`config.mk`:
```
export PLATFORM = sky130hd
export DESIGN_NAME = tank_plant_emulator_flat
export DESIGN_NICKNAME = d
export VERILOG_FILES = /design/src/rtl/tank_plant_emulator_if.sv /design/src/rtl/tank_plant_emulator.sv /design/src/flat_wrapper.sv
export SDC_FILE = /design/constraint.sdc
export NUM_CORES = 1
export LEC_CHECK = 0
export CAP_MARGIN = 10
export CORE_AREA = 2 2 82 143
export CTS_CLUSTER_SIZE = 20
export DETAILED_ROUTE_END_ITERATION = 6
export DIE_AREA = 0 0 84 145
export SYNTH_ARGS = -nofsm -noshare
export SYNTH_HDL_FRONTEND = slang
export SYNTH_SLANG_ARGS = --single-unit
```
`constraint.sdc`:
```
create_clock -name Clk -period 4.15 [get_ports Clk]
set_clock_uncertainty 0.2 [all_clocks]
set_input_delay 0.83 -clock Clk [delete_from_list [all_inputs] [get_ports Clk]]
set_output_delay 0.83 -clock Clk [all_outputs]
set_load 0.05 [all_outputs]
```
`src/rtl/tank_plant_emulator_if.sv`:
```
// Actuator/sensor bundle between the irrigation controller (master) and the
// plant emulator (slave): valve commands and test preload in, sensors out.
interface tank_plant_emulator_if;
    logic       Ve;
    logic       A;
    logic       G;
    logic       Ld;
    logic [7:0] LdVol;
    logic [7:0] LdSoil;
    logic       Nv1;
    logic       Nv0;
    logic       Us;
    logic       Ovf;
    logic       DryRun;
    logic [7:0] Vol;
    logic [7:0] Soil;

    modport master (
        output Ve, A, G, Ld, LdVol, LdSoil,
        input  Nv1, Nv0, Us, Ovf, DryRun, Vol, Soil
    );

    modport slave (
        input  Ve, A, G, Ld, LdVol, LdSoil,
        output Nv1, Nv0, Us, Ovf, DryRun, Vol, Soil
    );
endinterface

```
`src/rtl/tank_plant_emulator.sv`:
```
// Tick-based emulator of the water reservoir and soil bed: integrates valve
// commands once per TICK_DIV clocks and presents registered level/dryness sensors.
module tank_plant_emulator #(
    parameter int TICK_DIV  = 50000000,
    parameter int VOL_MAX   = 200,
    parameter int VOL_INIT  = 100,
    parameter int FILL_RATE = 8,
    parameter int A_RATE    = 6,
    parameter int G_RATE    = 2,
    parameter int LVL1      = 50,
    parameter int LVL2      = 100,
    parameter int LVL3      = 150,
    parameter int SOIL_MAX  = 255,
    parameter int SOIL_INIT = 40,
    parameter int A_GAIN    = 5,
    parameter int G_GAIN    = 3,
    parameter int DRY_RATE  = 1,
    parameter int DRY_TH    = 30,
    parameter int WET_TH    = 120
) (
    input logic                  Clk,
    input logic                  Rst,
    tank_plant_emulator_if.slave io
);

    localparam int              PreW      = $clog2(TICK_DIV);
    localparam logic [PreW-1:0] PreLast   = PreW'(TICK_DIV - 1);
    localparam logic [7:0]      VolMax8   = 8'(VOL_MAX);
    localparam logic [7:0]      SoilMax8  = 8'(SOIL_MAX);
    localparam logic signed [11:0] VolMaxS   = 12'(VOL_MAX);
    localparam logic signed [11:0] SoilMaxS  = 12'(SOIL_MAX);
    localparam logic signed [11:0] FillRateS = 12'(FILL_RATE);
    localparam logic signed [11:0] ARateS    = 12'(A_RATE);
    localparam logic signed [11:0] GRateS    = 12'(G_RATE);
    localparam logic signed [11:0] AGainS    = 12'(A_GAIN);
    localparam logic signed [11:0] GGainS    = 12'(G_GAIN);
    localparam logic signed [11:0] DryRateS  = 12'(DRY_RATE);

    function automatic logic [1:0] levelCode(input logic [7:0] v);
        logic [1:0] code;
        if (v < 8'(LVL1))      code = 2'b00;
        else if (v < 8'(LVL2)) code = 2'b01;
        else if (v < 8'(LVL3)) code = 2'b10;
        else                   code = 2'b11;
        return code;
    endfunction

    // Dry flag sets at or below DRY_TH, clears at or above WET_TH, holds between.
    function automatic logic usHyst(input logic [7:0] m, input logic usPrev);
        logic us;
        if (m <= 8'(DRY_TH))      us = 1'b1;
        else if (m >= 8'(WET_TH)) us = 1'b0;
        else                      us = usPrev;
        return us;
    endfunction

    logic [PreW-1:0]    preReg, preNext;
    logic [7:0]         volReg, volNext;
    logic [7:0]         soilReg, soilNext;
    logic [1:0]         nvReg, nvNext;
    logic               usReg, usNext;
    logic               ovfReg, ovfNext;
    logic               dryRunReg, dryRunNext;
    logic signed [11:0] volSum;
    logic signed [11:0] soilSum;
    logic               tick;

    assign tick = (preReg == PreLast);

    always_comb begin
        preNext    = tick ? '0 : preReg + 1'b1;
        volNext    = volReg;
        soilNext   = soilReg;
        ovfNext    = 1'b0;
        dryRunNext = 1'b0;
        volSum     = '0;
        soilSum    = '0;

        if (io.Ld) begin
            preNext  = '0;
            volNext  = (io.LdVol > VolMax8) ? VolMax8 : io.LdVol;
            soilNext = (io.LdSoil > SoilMax8) ? SoilMax8 : io.LdSoil;
        end else if (tick) begin
            volSum = $signed({4'b0000, volReg});
            if (io.Ve) volSum = volSum + FillRateS;
            if (io.A)  volSum = volSum - ARateS;
            if (io.G)  volSum = volSum - GRateS;
            if (volSum < 12'sd0)       volNext = 8'd0;
            else if (volSum > VolMaxS) volNext = VolMax8;
            else                       volNext = volSum[7:0];

            // Valves only wet the soil while the tank still holds water.
            soilSum = $signed({4'b0000, soilReg}) - DryRateS;
            if (volReg != 8'd0) begin
                if (io.A) soilSum = soilSum + AGainS;
                if (io.G) soilSum = soilSum + GGainS;
            end
            if (soilSum < 12'sd0)        soilNext = 8'd0;
            else if (soilSum > SoilMaxS) soilNext = SoilMax8;
            else                         soilNext = soilSum[7:0];

            ovfNext    = io.Ve && (volReg == VolMax8);
            dryRunNext = (io.A || io.G) && (volReg == 8'd0);
        end

        nvNext = levelCode(volNext);
        usNext = usHyst(soilNext, usReg);
    end

    always_ff @(posedge Clk) begin
        if (Rst) begin
            preReg    <= '0;
            volReg    <= 8'(VOL_INIT);
            soilReg   <= 8'(SOIL_INIT);
            nvReg     <= levelCode(8'(VOL_INIT));
            usReg     <= (SOIL_INIT <= DRY_TH);
            ovfReg    <= 1'b0;
            dryRunReg <= 1'b0;
        end else begin
            preReg    <= preNext;
            volReg    <= volNext;
            soilReg   <= soilNext;
            nvReg     <= nvNext;
            usReg     <= usNext;
            ovfReg    <= ovfNext;
            dryRunReg <= dryRunNext;
        end
    end

    assign io.Vol    = volReg;
    assign io.Soil   = soilReg;
    assign io.Nv1    = nvReg[1];
    assign io.Nv0    = nvReg[0];
    assign io.Us     = usReg;
    assign io.Ovf    = ovfReg;
    assign io.DryRun = dryRunReg;

endmodule

```
`src/flat_wrapper.sv`:
```
// flat-port wrapper written by rule: the top's interface ports become plain ports
module tank_plant_emulator_flat 
#(
    parameter int TICK_DIV  = 50000000,
    parameter int VOL_MAX   = 200,
    parameter int VOL_INIT  = 100,
    parameter int FILL_RATE = 8,
    parameter int A_RATE    = 6,
    parameter int G_RATE    = 2,
    parameter int LVL1      = 50,
    parameter int LVL2      = 100,
    parameter int LVL3      = 150,
    parameter int SOIL_MAX  = 255,
    parameter int SOIL_INIT = 40,
    parameter int A_GAIN    = 5,
    parameter int G_GAIN    = 3,
    parameter int DRY_RATE  = 1,
    parameter int DRY_TH    = 30,
    parameter int WET_TH    = 120
)
  (Clk, Rst, io_Ve, io_A, io_G, io_Ld, io_LdVol, io_LdSoil, io_Nv1, io_Nv0, io_Us, io_Ovf, io_DryRun, io_Vol, io_Soil);
  tank_plant_emulator_if io_i ();
  input logic Clk;
  input logic Rst;
  input wire logic [$bits(io_i.Ve)-1:0] io_Ve;
  input wire logic [$bits(io_i.A)-1:0] io_A;
  input wire logic [$bits(io_i.G)-1:0] io_G;
  input wire logic [$bits(io_i.Ld)-1:0] io_Ld;
  input wire logic [$bits(io_i.LdVol)-1:0] io_LdVol;
  input wire logic [$bits(io_i.LdSoil)-1:0] io_LdSoil;
  output wire logic [$bits(io_i.Nv1)-1:0] io_Nv1;
  output wire logic [$bits(io_i.Nv0)-1:0] io_Nv0;
  output wire logic [$bits(io_i.Us)-1:0] io_Us;
  output wire logic [$bits(io_i.Ovf)-1:0] io_Ovf;
  output wire logic [$bits(io_i.DryRun)-1:0] io_DryRun;
  output wire logic [$bits(io_i.Vol)-1:0] io_Vol;
  output wire logic [$bits(io_i.Soil)-1:0] io_Soil;
  assign io_i.Ve = io_Ve;
  assign io_i.A = io_A;
  assign io_i.G = io_G;
  assign io_i.Ld = io_Ld;
  assign io_i.LdVol = io_LdVol;
  assign io_i.LdSoil = io_LdSoil;
  assign io_Nv1 = io_i.Nv1;
  assign io_Nv0 = io_i.Nv0;
  assign io_Us = io_i.Us;
  assign io_Ovf = io_i.Ovf;
  assign io_DryRun = io_i.DryRun;
  assign io_Vol = io_i.Vol;
  assign io_Soil = io_i.Soil;
  tank_plant_emulator #(.TICK_DIV(TICK_DIV), .VOL_MAX(VOL_MAX), .VOL_INIT(VOL_INIT), .FILL_RATE(FILL_RATE), .A_RATE(A_RATE), .G_RATE(G_RATE), .LVL1(LVL1), .LVL2(LVL2), .LVL3(LVL3), .SOIL_MAX(SOIL_MAX), .SOIL_INIT(SOIL_INIT), .A_GAIN(A_GAIN), .G_GAIN(G_GAIN), .DRY_RATE(DRY_RATE), .DRY_TH(DRY_TH), .WET_TH(WET_TH)) u_core (.Clk(Clk), .Rst(Rst), .io(io_i));
endmodule
```
==> impl_metrics.ini, run 1 <==
[routing]
post_drt_via_cell_ratio = 5.48
num_vias = 3762
routed_wirelength_um = 10700
avgRoutedWirePerCell_um = 15.6
drcViolationCount = 0
dr.pass1.iters = 4
ant_nets = 0
first_iter_violations = 159

[place]
hpwl_um = 8630
place_inst = 681
postPlaceCellArea_mm2 = 0.00459
numPortBuffers = 42
place_ws_ns = -0.247
gp_congestion = 0.970

[timing]
fin_crit_sh = 0.929
max_slew_margin = 0.637
worst_pin_slew_ns = 0.543
drv_slew = 0
hold_slack_ns = 0.266
setup_slack_ns = 0.293
setup_tns_ns = 0
rsz0062_at_grt = no
setup_viol = 0
fin_crit_ns = 3.86
max_clock_freq_ghz = 0.259
hold_viol_final = 0

[synthesis]
async_flop_share = 0
yosys_warnings = 0
synthFlopType = dfxtp_1
yosys_register_bits = 47
syn-num-nets = 504
synth_cell_types = 84
syn_area_per_cell_um2 = 7.91
synthCells = 475
yosysSeqAreaShare = 0.250
synth_edf_count = 0
netlist_area_mm2 = 0.00376

[grt]
antenna_found_initial = 0
grt_usage = 0.176
grt_pass1_vias = 3699
grt_max_degree = 24
grt-ovfl-total = 0
grt_pass1_wl_um = 17500

[outcome]
outcome = completed

[finish]
finalNonFillerCells = 687
fin_nets = 585
fin_util = 0.431
syn2layout_area_growth_pct = 26.5
finish.instance_area_mm2 = 0.00476
drive_above_1_share = 0.168
antennaDiodeCount = 0

[clock_network]
clk_latency_ns = 0.28
cts_made_buffers = 5
cts_root_buffer = clkbuf_16
clkSinkCount = 47
cts_tree = done
clk_path_buf_depth = 2
cts.clk_slew.worst_paths_ns = 0.06
htreeDepth = 2
postCtsSetupBuffers = 0

[worst_setup_path]
worstSetupPathType = flop to flop
worstSetupEndpointType = flop
start_kind = flop
required_ns = 4.14
crit_path_end = u_core.io.Us$_SDFFE_PP0P_
reg2reg_slack_ns = 0.29
crit_start = u_core.io.Soil[1]$_SDFF_PP0_
r2r_end = u_core.io.Us$_SDFFE_PP0P_
r2r-start = u_core.io.Soil[1]$_SDFF_PP0_
crit_fanout = 7
rr_worst_depth = 12
crit_arrival_ns = 3.85

[floorplan]
io_pins = 43
fp-row-count = 51
die_h_um = 145
start_util = 0.340
dieWidth_um = 84
coreArea_mm2 = 0.0110
die_area_mm2 = 0.0122

[power_and_ir_drop]
power_density_mw_per_mm2 = 278
peakVddDrop_v = 0.000160
power.leakage_nw = 1.81
total_power_mw = 1.32

[min_path]
hp-class = flop to flop

[flow_run]
maxCapViolations = 0
[how the worst min path moves through the flow]
stage / from / to / slack, ns / cells past startpoint
floorplan: u_core.preReg[0]$_SDFF_PP0_ / u_core.preReg[0]$_SDFF_PP0_ / 0.23 / 1
global route: u_core.preReg[16]$_SDFF_PP0_ / u_core.preReg[16]$_SDFF_PP0_ / 0.33 / 2
CTS: u_core.preReg[0]$_SDFF_PP0_ / u_core.preReg[0]$_SDFF_PP0_ / 0.27 / 1
finish: u_core.preReg[0]$_SDFF_PP0_ / u_core.preReg[0]$_SDFF_PP0_ / 0.27 / 1
detailed placement: u_core.preReg[0]$_SDFF_PP0_ / u_core.preReg[0]$_SDFF_PP0_ / 0.26 / 1
global placement: u_core.preReg[0]$_SDFF_PP0_ / u_core.preReg[0]$_SDFF_PP0_ / 0.24 / 1
[critical path, cell delays in order (launching register included)]
cell       delay, ns
dfxtp_1         0.39
inv_1           0.15
ha_1            0.25
or4b_4          0.53
a21oi_1         0.30
o211ai_1        0.19
xnor2_1         0.18
nor4bb_2        0.37
mux2i_2         0.35
a21boi_4        0.27
o2bb2ai_1       0.19
o32ai_1         0.14
a311oi_1        0.26
[registers in the layout (all words and copies together), names as in the netlist]
name              count
u_core.nvReg          2
u_core.preReg        26
u_core.io.Ovf         1
u_core.io.Soil        8
u_core.io.Us          1
u_core.io.DryRun      1
u_core.io.Vol         8
[routing by layer]
metal / vias up / track usage / routed length, um
met5: - / 0 / 0
met4: 0 / 0.0968 / 587
met3: 40 / 0.0210 / 427
met2: 120 / 0.330 / 5700
met1: 1741 / 0.185 / 4020
li1: 1861 / - / -
[layout by cell type, fill, tap and decap left out, drive strengths merged, types with 5 or more instances in the layout]
cell	instances
and2	5
nand4	10
o21ai	16
clkdlybuf4s50	40
clkbuf	5
nand3	18
dfxtp	47
o31ai	5
buf	56
nor4	9
a21oi	25
a31oi	5
a211oi	9
nor2b	5
xor2	26
nor2	63
ha	7
or4	6
or3	5
nand2	43
nor3	14
inv	14
and3	5
xnor2	40
[area by class of cell]
class	count	area, um^2
clock buffers	5	125
clock inverters	1	7.51
fillers	1144	6280
inverters	15	56.3
multi-input cells	389	2620
flip-flops and latches	47	941
well taps	132	165
repair buffers	98	846
[where the power goes]
| part | internal (mW) | switching (mW) | total (mW) |
|---|---|---|---|
| sequential | 0.466 | 0.0278 | 0.494 |
| combinational | 0.198 | 0.251 | 0.449 |
| clock | 0.216 | 0.161 | 0.377 |
| total | 0.881 | 0.439 | 1.32 |
[logic make-up after synthesis]
family | Yosys count | share of synthesized area
AO/OA/AOI/OAI | 103 | 0.196
XOR/XNOR | 66 | 0.160
adder cells (fa/ha/maj) | 7 | 0.0233
buffers and inverters | 39 | 0.0622
flip-flops | 47 | 0.250
multiplexers | 4 | 0.0117
AND/OR/NAND/NOR | 209 | 0.297
[synth_stat cells (all sizes together), types with 3 or more instances]
master / n / area [um^2]
clkbuf: 12 / 75.1
xnor2: 40 / 358
or2: 3 / 18.8
nor4: 9 / 68.8
o21ai: 16 / 80.1
a31oi: 5 / 31.3
and3: 5 / 31.3
inv: 14 / 52.6
dfxtp: 47 / 941
ha: 7 / 87.6
a41oi: 3 / 26.3
nand2b: 4 / 25.0
o31ai: 5 / 37.5
a21oi: 25 / 129
nand2: 43 / 161
nand3: 18 / 90.1
buf: 12 / 103
nor2: 63 / 236
xor2: 26 / 243
nor2b: 5 / 31.3
o21a: 3 / 23.8
a211o: 3 / 26.3
nor3: 14 / 85.1
and2: 5 / 31.3
or3: 5 / 31.3
a22o: 4 / 35.0
and3b: 4 / 35.0
or4: 6 / 53.8
mux2i: 4 / 43.8
nand4: 10 / 62.6
a211oi: 9 / 67.6
[what timing repair did]
action / 4_1_cts / 5_1_grt
setup endpoints to repair: 0 / 3
hold buffers: 0 / 0
gates resized for setup: 0 / 6
Power figures use the tool's default switching activity.
==> run 2: changes to the inputs <==
HOLD_SLACK_MARGIN = 0.08   (was not set)
==> results of run 2 <==
No change in the layout: final DEF, timing and power equal those of run 1.
